==> config.mk <==
export PLATFORM = sky130hd
export DESIGN_NAME = star_data_feeder_flat
export DESIGN_NICKNAME = d
export VERILOG_FILES = /design/src/rtl/star_data_feeder_if.sv /design/src/rtl/star_data_feeder.sv /design/src/flat_wrapper.sv
export SDC_FILE = /design/constraint.sdc
export NUM_CORES = 1
export LEC_CHECK = 0
export ABC_AREA = 1
export CAP_MARGIN = 20
export CORE_MARGIN = 3
export CORE_UTILIZATION = 50
export DETAILED_ROUTE_END_ITERATION = 8
export HOLD_SLACK_MARGIN = 0.03
export PLACE_DENSITY = 0.72
export SLEW_MARGIN = 20
export SYNTH_ARGS = -nofsm -noshare
export SYNTH_HDL_FRONTEND = slang
export SYNTH_SLANG_ARGS = --single-unit
export TNS_END_PERCENT = 20
==> constraint.sdc <==
create_clock -name clk -period 1.6 [get_ports clk]
set_input_delay 0.16 -clock clk [delete_from_list [all_inputs] [get_ports clk]]
set_output_delay 0.16 -clock clk [all_outputs]
set_load 0.01 [all_outputs]
==> src/rtl/star_data_feeder_if.sv <==
// star_data_feeder_if: byte-stream handshake plus consumer read-port bundle
// for star_data_feeder.
//   master : upstream/consumer side (drives bytes, read requests, finish)
//   slave  : the feeder itself
interface star_data_feeder_if #(
  parameter int AW = 9
);
  logic          in_valid;
  logic [7:0]    in_data;
  logic          in_ready;
  logic          data_req;
  logic [AW-1:0] data_addr;
  logic [7:0]    data;
  logic          finish;
  logic          loaded;
  logic          err;
  logic [7:0]    cksum;

  modport master (
    output in_valid, in_data, data_req, data_addr, finish,
    input  in_ready, data, loaded, err, cksum
  );

  modport slave (
    input  in_valid, in_data, data_req, data_addr, finish,
    output in_ready, data, loaded, err, cksum
  );
endinterface

==> src/rtl/star_data_feeder.sv <==
// star_data_feeder: loads one DEPTH-byte frame from a valid/ready stream into
// a local memory, then serves the consumer's read port with one-cycle
// registered latency until a rising edge of finish re-arms the load.
// Optional feature macro: STAR_FEEDER_CKSUM_EN (mod-256 frame checksum on
// cksum; when undefined cksum is tied to 8'h00).
module star_data_feeder #(
  parameter int DEPTH = 16,
  parameter int AW    = 9
) (
  input logic               clk,
  input logic               reset,
  star_data_feeder_if.slave bus
);

  localparam int              IW       = $clog2(DEPTH);
  localparam int              LAST     = DEPTH - 1;
  localparam logic [IW-1:0]   LAST_PTR = LAST[IW-1:0];
  localparam logic [IW-1:0]   PTR_ONE  = IW'(1);
  localparam logic [AW:0]     DEPTH_W  = DEPTH[AW:0];

  typedef enum logic [1:0] {
    IDLE  = 2'd0,
    LOAD  = 2'd1,
    SERVE = 2'd2
  } state_e;

  state_e        state_q;
  logic [IW-1:0] wr_ptr_q;
  logic          finish_q;
  logic          in_ready_q;
  logic          loaded_q;
  logic          err_q;
  logic [7:0]    data_q;
  logic [7:0]    mem [DEPTH];

  logic          accept_s;
  logic          finish_rise_s;
  logic          rd_in_range_s;

  // in_ready_q is only ever high in LOAD, so this is exactly the handshake.
  assign accept_s      = (state_q == LOAD) && bus.in_valid && in_ready_q;
  assign finish_rise_s = bus.finish && !finish_q;
  assign rd_in_range_s = ({1'b0, bus.data_addr} < DEPTH_W);

  // Frame control FSM: IDLE -> LOAD -> SERVE -> (finish edge) -> LOAD.
  always_ff @(posedge clk or posedge reset) begin
    if (reset) begin
      state_q    <= IDLE;
      wr_ptr_q   <= '0;
      finish_q   <= 1'b0;
      in_ready_q <= 1'b0;
      loaded_q   <= 1'b0;
    end else begin
      finish_q <= bus.finish;
      case (state_q)
        IDLE: begin
          state_q    <= LOAD;
          in_ready_q <= 1'b1;
        end
        LOAD: begin
          if (accept_s) begin
            if (wr_ptr_q == LAST_PTR) begin
              wr_ptr_q   <= '0;
              state_q    <= SERVE;
              in_ready_q <= 1'b0;
              loaded_q   <= 1'b1;
            end else begin
              wr_ptr_q <= wr_ptr_q + PTR_ONE;
            end
          end
        end
        SERVE: begin
          // A finish level carried over from the previous frame has
          // finish_q already high, so it cannot retrigger here.
          if (finish_rise_s) begin
            state_q    <= LOAD;
            loaded_q   <= 1'b0;
            in_ready_q <= 1'b1;
          end
        end
        default: begin
          state_q    <= IDLE;
          wr_ptr_q   <= '0;
          in_ready_q <= 1'b0;
          loaded_q   <= 1'b0;
        end
      endcase
    end
  end

  // Frame memory write; contents are deliberately not reset.
  always_ff @(posedge clk) begin
    if (accept_s) begin
      mem[wr_ptr_q] <= bus.in_data;
    end
  end

  // Registered read port with sticky out-of-range error flag.
  always_ff @(posedge clk or posedge reset) begin
    if (reset) begin
      data_q <= 8'h00;
      err_q  <= 1'b0;
    end else if (bus.data_req) begin
      if (state_q == SERVE) begin
        if (rd_in_range_s) begin
          data_q <= mem[bus.data_addr[IW-1:0]];
        end else begin
          data_q <= 8'h00;
          err_q  <= 1'b1;
        end
      end else begin
        data_q <= 8'h00;
      end
    end
  end

`ifdef STAR_FEEDER_CKSUM_EN
  logic [7:0] cksum_q;
  logic       load_entry_s;

  assign load_entry_s = (state_q == IDLE) || ((state_q == SERVE) && finish_rise_s);

  // Running mod-256 sum of the frame; cleared on every entry into LOAD.
  always_ff @(posedge clk or posedge reset) begin
    if (reset) begin
      cksum_q <= 8'h00;
    end else if (load_entry_s) begin
      cksum_q <= 8'h00;
    end else if (accept_s) begin
      cksum_q <= cksum_q + bus.in_data;
    end
  end

  assign bus.cksum = cksum_q;
`else
  assign bus.cksum = 8'h00;
`endif

  assign bus.in_ready = in_ready_q;
  assign bus.loaded   = loaded_q;
  assign bus.err      = err_q;
  assign bus.data     = data_q;

endmodule
==> src/flat_wrapper.sv <==
// flat-port wrapper written by rule: the top's interface ports become plain ports
module star_data_feeder_flat 
#(
  parameter int DEPTH = 16,
  parameter int AW    = 9
)
  (clk, reset, bus_in_valid, bus_in_data, bus_data_req, bus_data_addr, bus_finish, bus_in_ready, bus_data, bus_loaded, bus_err, bus_cksum);
  star_data_feeder_if #(.AW(AW)) bus_i ();
  input logic clk;
  input logic reset;
  input wire logic [$bits(bus_i.in_valid)-1:0] bus_in_valid;
  input wire logic [$bits(bus_i.in_data)-1:0] bus_in_data;
  input wire logic [$bits(bus_i.data_req)-1:0] bus_data_req;
  input wire logic [$bits(bus_i.data_addr)-1:0] bus_data_addr;
  input wire logic [$bits(bus_i.finish)-1:0] bus_finish;
  output wire logic [$bits(bus_i.in_ready)-1:0] bus_in_ready;
  output wire logic [$bits(bus_i.data)-1:0] bus_data;
  output wire logic [$bits(bus_i.loaded)-1:0] bus_loaded;
  output wire logic [$bits(bus_i.err)-1:0] bus_err;
  output wire logic [$bits(bus_i.cksum)-1:0] bus_cksum;
  assign bus_i.in_valid = bus_in_valid;
  assign bus_i.in_data = bus_in_data;
  assign bus_i.data_req = bus_data_req;
  assign bus_i.data_addr = bus_data_addr;
  assign bus_i.finish = bus_finish;
  assign bus_in_ready = bus_i.in_ready;
  assign bus_data = bus_i.data;
  assign bus_loaded = bus_i.loaded;
  assign bus_err = bus_i.err;
  assign bus_cksum = bus_i.cksum;
  star_data_feeder #(.DEPTH(DEPTH), .AW(AW)) u_core (.clk(clk), .reset(reset), .bus(bus_i));
endmodule
-- After elaboration in Yosys (flattened, before gate mapping)
Memories as Yosys holds them, arrays and structs flattened.
Index checks and enable logic that the tools add are counted.
- logic and storage cells: 48
- RAM bits: 128
- input bits: 22
- memories kept: 1
- output and inout port bits: 19
- bits in registers: 18
- add/subtract/negate cells: 1
- reduce and logical (&&, ||, !) cells: 10
- equality and inequality tests: 6
- magnitude comparators: 1
- muxes and demuxes: 19
- bitwise gates (word level): 3
- memories (memory ; depth ; width ; read ports ; clocked after memory_dff ; wr ports ; RTL line ; text):
    u_core.mem ; 16 ; 8 ; 1 ; 0 ; 1 ; star_data_feeder.sv:34 ; logic [7:0] mem [DEPTH];
- operators by type and width (cell ; count):
    $mux W8 ; 2
    $lt A9 B5 Y1 const B ; 1
    $mux W1 ; 8
    $mux W4 ; 2
    $pmux W4 S2 ; 1
    $mux W2 ; 3
    $pmux W1 S3 ; 2
    $pmux W2 S3 ; 1
    $reduce_and A3 Y1 ; 2
    $add A4 B1 Y4 const B ; 1
    $eq A4 B4 Y1 const B ; 1
    $ne A2 B1 Y1 const B ; 2
    $reduce_and A4 Y1 ; 1
    $logic_and A1 B1 Y1 ; 3
    $not A1 Y1 ; 3
    $eq A2 B1 Y1 const B ; 1
    $eq A2 B2 Y1 const B ; 1
    $logic_not A2 Y1 ; 1
    $ne A2 B2 Y1 const B ; 1
    $reduce_and A2 Y1 ; 1
    $reduce_or A2 Y1 ; 1
    $logic_not A1 Y1 ; 1

-- Logic depth before layout (Yosys ltp)
- depth in word-level cells: 5
- mapped depth: 9
- mapped depth without buffers: 9

-- Least setup slack after synthesis
Ideal clock, no wire load.
- path type: register to register
- start point: reg u_core.state_q[1]
- end point: mem u_core.mem[11][0], enable pin
- setup time: 0.383 ns
- path buffers: 0
- stages on the path, launching flop included: 6
- data required time: 1.217 ns
- setup slack: -0.181 ns
- clock period less this slack: 1.781 ns
- data arrival time: 1.397 ns
- cells stage by stage: dfrtp_1 -> nor2_2 -> inv_1 -> nor2_4 -> inv_2 -> nor3_1
- longest elaborated chain between the ends: 5
- RTL lines (item ; RTL line ; text):
    from (decl) ; star_data_feeder.sv:27 ; state_e state_q;
    from (signal assigned) ; star_data_feeder.sv:48 ; state_q <= IDLE;
    from (signal assigned) ; star_data_feeder.sv:57 ; state_q <= LOAD;
    from (signal assigned) ; star_data_feeder.sv:64 ; state_q <= SERVE;
    $eq A2 B1 Y1 ; star_data_feeder.sv:41 ; assign accept_s = (state_q == LOAD) && bus.in_valid && in_ready_q;
    $logic_and A1 B1 Y1 (2 in a row) ; star_data_feeder.sv:41 ;
    $mux W1 ; star_data_feeder.sv:93 ; if (accept_s) begin
    $mux W1 (implied by the code) ; star_data_feeder.sv:94 ; mem[wr_ptr_q] <= bus.in_data;
    to (decl) ; star_data_feeder.sv:34 ;
Every way passes these cells.

-- Final worst setup path
- start point: reg u_core.state_q[0]
- end point: mem u_core.mem[4][4], enable pin
Same word-level chain as after synthesis.

==> results.cfg <==
[die]
design.core.area_um2 = 11700
start_util_pct = 52.6
ios = 41
rows = 39
die_w_um = 117
die-area_um2 = 13700
die_h_um = 117

[clock_tree]
clock_sinks = 146
htreeDepth = 4
root_buffer = clkbuf_16
cts_buffer_depth = 2
cts_tree = built
cts_made_buffers = 17
clk_latency_ps = 410
clk_pin_slew_worst_paths_ps = 60
cts_hold_buf = 0

[yosys]
synthesis.area_um2 = 6160
ys_types = 25
yosysSeqAreaShare_pct = 69.8
synthCells = 548
ys_warn_count = 0
yosys_register_bits = 146
syn_avg_cell_area_um2 = 11.2
synth_top_area_cell = edfxtp_1
synth.area.top_cells = edfxtp_1 (62%), nand2_1 (11%), nand3_1 (9.4%), dfrtp_1 (7.3%), inv_1 (2.1%)
yosysTopAreaCellShare_pct = 62.4

[drt]
num_vias = 4243
ant_nets = 0
route.detailed.drc = 0
wl_mm = 14.5
drt-initial-drc-count = 530
wl_per_cell_um = 18.7
avgViaCountPerCell = 5.48
dr.pass1.iters = 6

[worst_setup_path]
r2r_start = u_core.state_q[0]
crit_type = flip-flop to flip-flop
cp.arrival_ps = 1660
startpoint = u_core.state_q[0]
worstPathRequired_ps = 1720
critical_path_peak_fanout = 8
cp-start-kind = flip-flop
critPathCaptureType = flip-flop

[placed_design]
numPortBuffers = 32
gp_congestion = 0.949
place_hpwl_mm = 9.52
placed_area_um2 = 6870

[global_route]
grt_pass1_wl_mm = 22.1
grt-ovfl-total = 0
grt_start_max_net_pins = 65
grtUsageTotal_pct = 22.5
antenna_found_initial = 0
grt_pass1_vias = 4108

[finish]
nets = 645
area_growth_pct = 23.0
insertedDiodeCount = 0
drive_above_1_share_pct = 14.4
fin_area_um2 = 7570
final_util_pct = 64.7

[pwr]
vdd_drop_max_mv = 1.18
seqPwrFrac_pct = 45.6
power_leakage_nw = 3.04
p_int_mw = 7.59
p_switching_mw = 2.52
switching_share_pct = 24.9
clock_power_share_pct = 40.5
comb_power_share_pct = 14.0
p_per_area_nw_per_um2 = 1340

[timing]
max_freq_mhz = 650
hold_viol_final = 0
post-route-period-util_pct = 96.2
fin_crit_ps = 1540
fin_skew_ps = 7.70
setup_viol = 0
maxSlewViolCount = 0

[hold_path]
hold_path.class = input pin to async pin

[run]
cap_violations = 0

[status]
outcome = finished clean
[power by group through the flow]
stage / sequential [mW] / clock [mW] / combinational [mW]
after detailed placement: 4.68 / 0 / 1.24
after global placement: 4.67 / 0 / 1.22
after CTS: 4.60 / 4.13 / 1.27
final: 4.61 / 4.09 / 1.41
after floorplan: 4.66 / 0 / 0.712
after global routing: 4.63 / 4.30 / 1.54
[registers in the layout, summed over array words and instances, names as in the netlist]
| name | count |
|---|---|
| u_core.bus.in_ready | 1 |
| u_core.bus.err | 1 |
| u_core.bus.data | 8 |
| u_core.mem | 128 |
| u_core.bus.loaded | 1 |
| u_core.wr_ptr_q | 4 |
| u_core.finish_q | 1 |
| u_core.state_q | 2 |
[layer usage]
metal	up-vias	part of all wire (%)	GRT usage (%)	wire, um
met1	2010	39	29.6	5620
met4	0	1.4	6.96	206
met2	213	50	36.1	7250
li1	1999	-	-	-
met5	-	0	0	0
met3	21	9.7	6.99	1400
[cell usage after synthesis (all sizes together)]
cell and number:
nand2 173, edfxtp 128, nand3 116, inv 38, buf 29, dfrtp 18
nor2 16, nor3 6, o21ai 5, a21oi 4, ha 4, clkbuf 2
clkinv 2, o21bai 2, xor2 2, conb 1, o31ai 1, or2 1
[worst max-delay path: stages (launching register included)]
cell and delay, ps:
dfrtp_1 360, inv_2 60, nor2_4 120, inv_2 70, nor2_4 120, buf_12 140
nand2_4 90, nor2_1 110, buf_4 180
[logic make-up (layout without fill, tap and decap cells)]
group,after synthesis,in the layout,share of synthesized area (%)
xor gates and xnor gates,2,2,0.285
buffers and inverters,71,147,6.00
other,1,8,0.0609
AOI/OAI and AO/OA,12,12,1.16
and+or+nand+nor,312,312,21.9
adders and majority gates,4,4,0.813
DFF,146,146,69.8
[cells in the final DEF (no fill, tap or decap), types with 3 or more instances in the layout]
cell	netlist	final
nand3_1	116	116
nand2_1	173	170
inv_1	34	33
conb_1	1	8
clkbuf_16	0	17
clkinv_1	2	3
ha_1	4	4
bufinv_16	0	4
edfxtp_1	128	128
a21oi_1	3	3
inv_2	4	4
clkinvlp_4	0	3
clkinv_4	0	3
buf_6	7	3
buf_4	9	32
clkdlybuf4s50_1	0	31
o21ai_0	5	5
nand2_4	0	3
nor2_1	13	12
dfrtp_1	18	18
nor3_2	0	3
buf_12	0	9
[area by class of cell]
type / count / area (um^2)
Clock buffer: 18 / 429
Clock inverter: 13 / 186
Fill cell: 852 / 4140
Inverter: 40 / 153
Multi-Input combinational cell: 338 / 1560
Sequential cell: 146 / 4290
Tap cell: 143 / 179
Timing Repair Buffer: 76 / 769
[worst paths after layout]
| check | cells past startpoint | end | slack, ps |
|---|---|---|---|
| setup / recovery | 8 | u_core.mem[4][4] | 60 |
| hold / removal | 3 | u_core.bus.data[5] | 60 |
| setup reg to reg | 8 | u_core.mem[4][4] | 60 |
| hold reg to reg | 2 | u_core.bus.data[7] | 480 |
| max in group asynchronous | 3 | u_core.wr_ptr_q[3] | 1340 |
| min in group clk | 1 | u_core.finish_q | 220 |
[through the flow]
stage	total power, mW	hold slack [ps]	cells	setup WS [ps]	TNS (ps)
6_report	10.1	64.6	774	60.5	0
5_1_grt	10.5	68.5	774	-30.0	-1190
4_1_cts	10.0	63.5	772	-1.48	-1.48
3_5_place_dp	5.92	470	741	-142	-11850
3_3_place_gp	5.89	459	741	-131	-10640
2_1_floorplan	5.37	98.6	555	-181	-4340
[repair_timing]
item / in CTS / in global routing
pin swaps: 0 / 3
setup endpoints to repair: 42 / 120
setup buffers: 0 / 2
resized for setup: 2 / 14
Note: power is estimated with default switching activity, not from simulation.
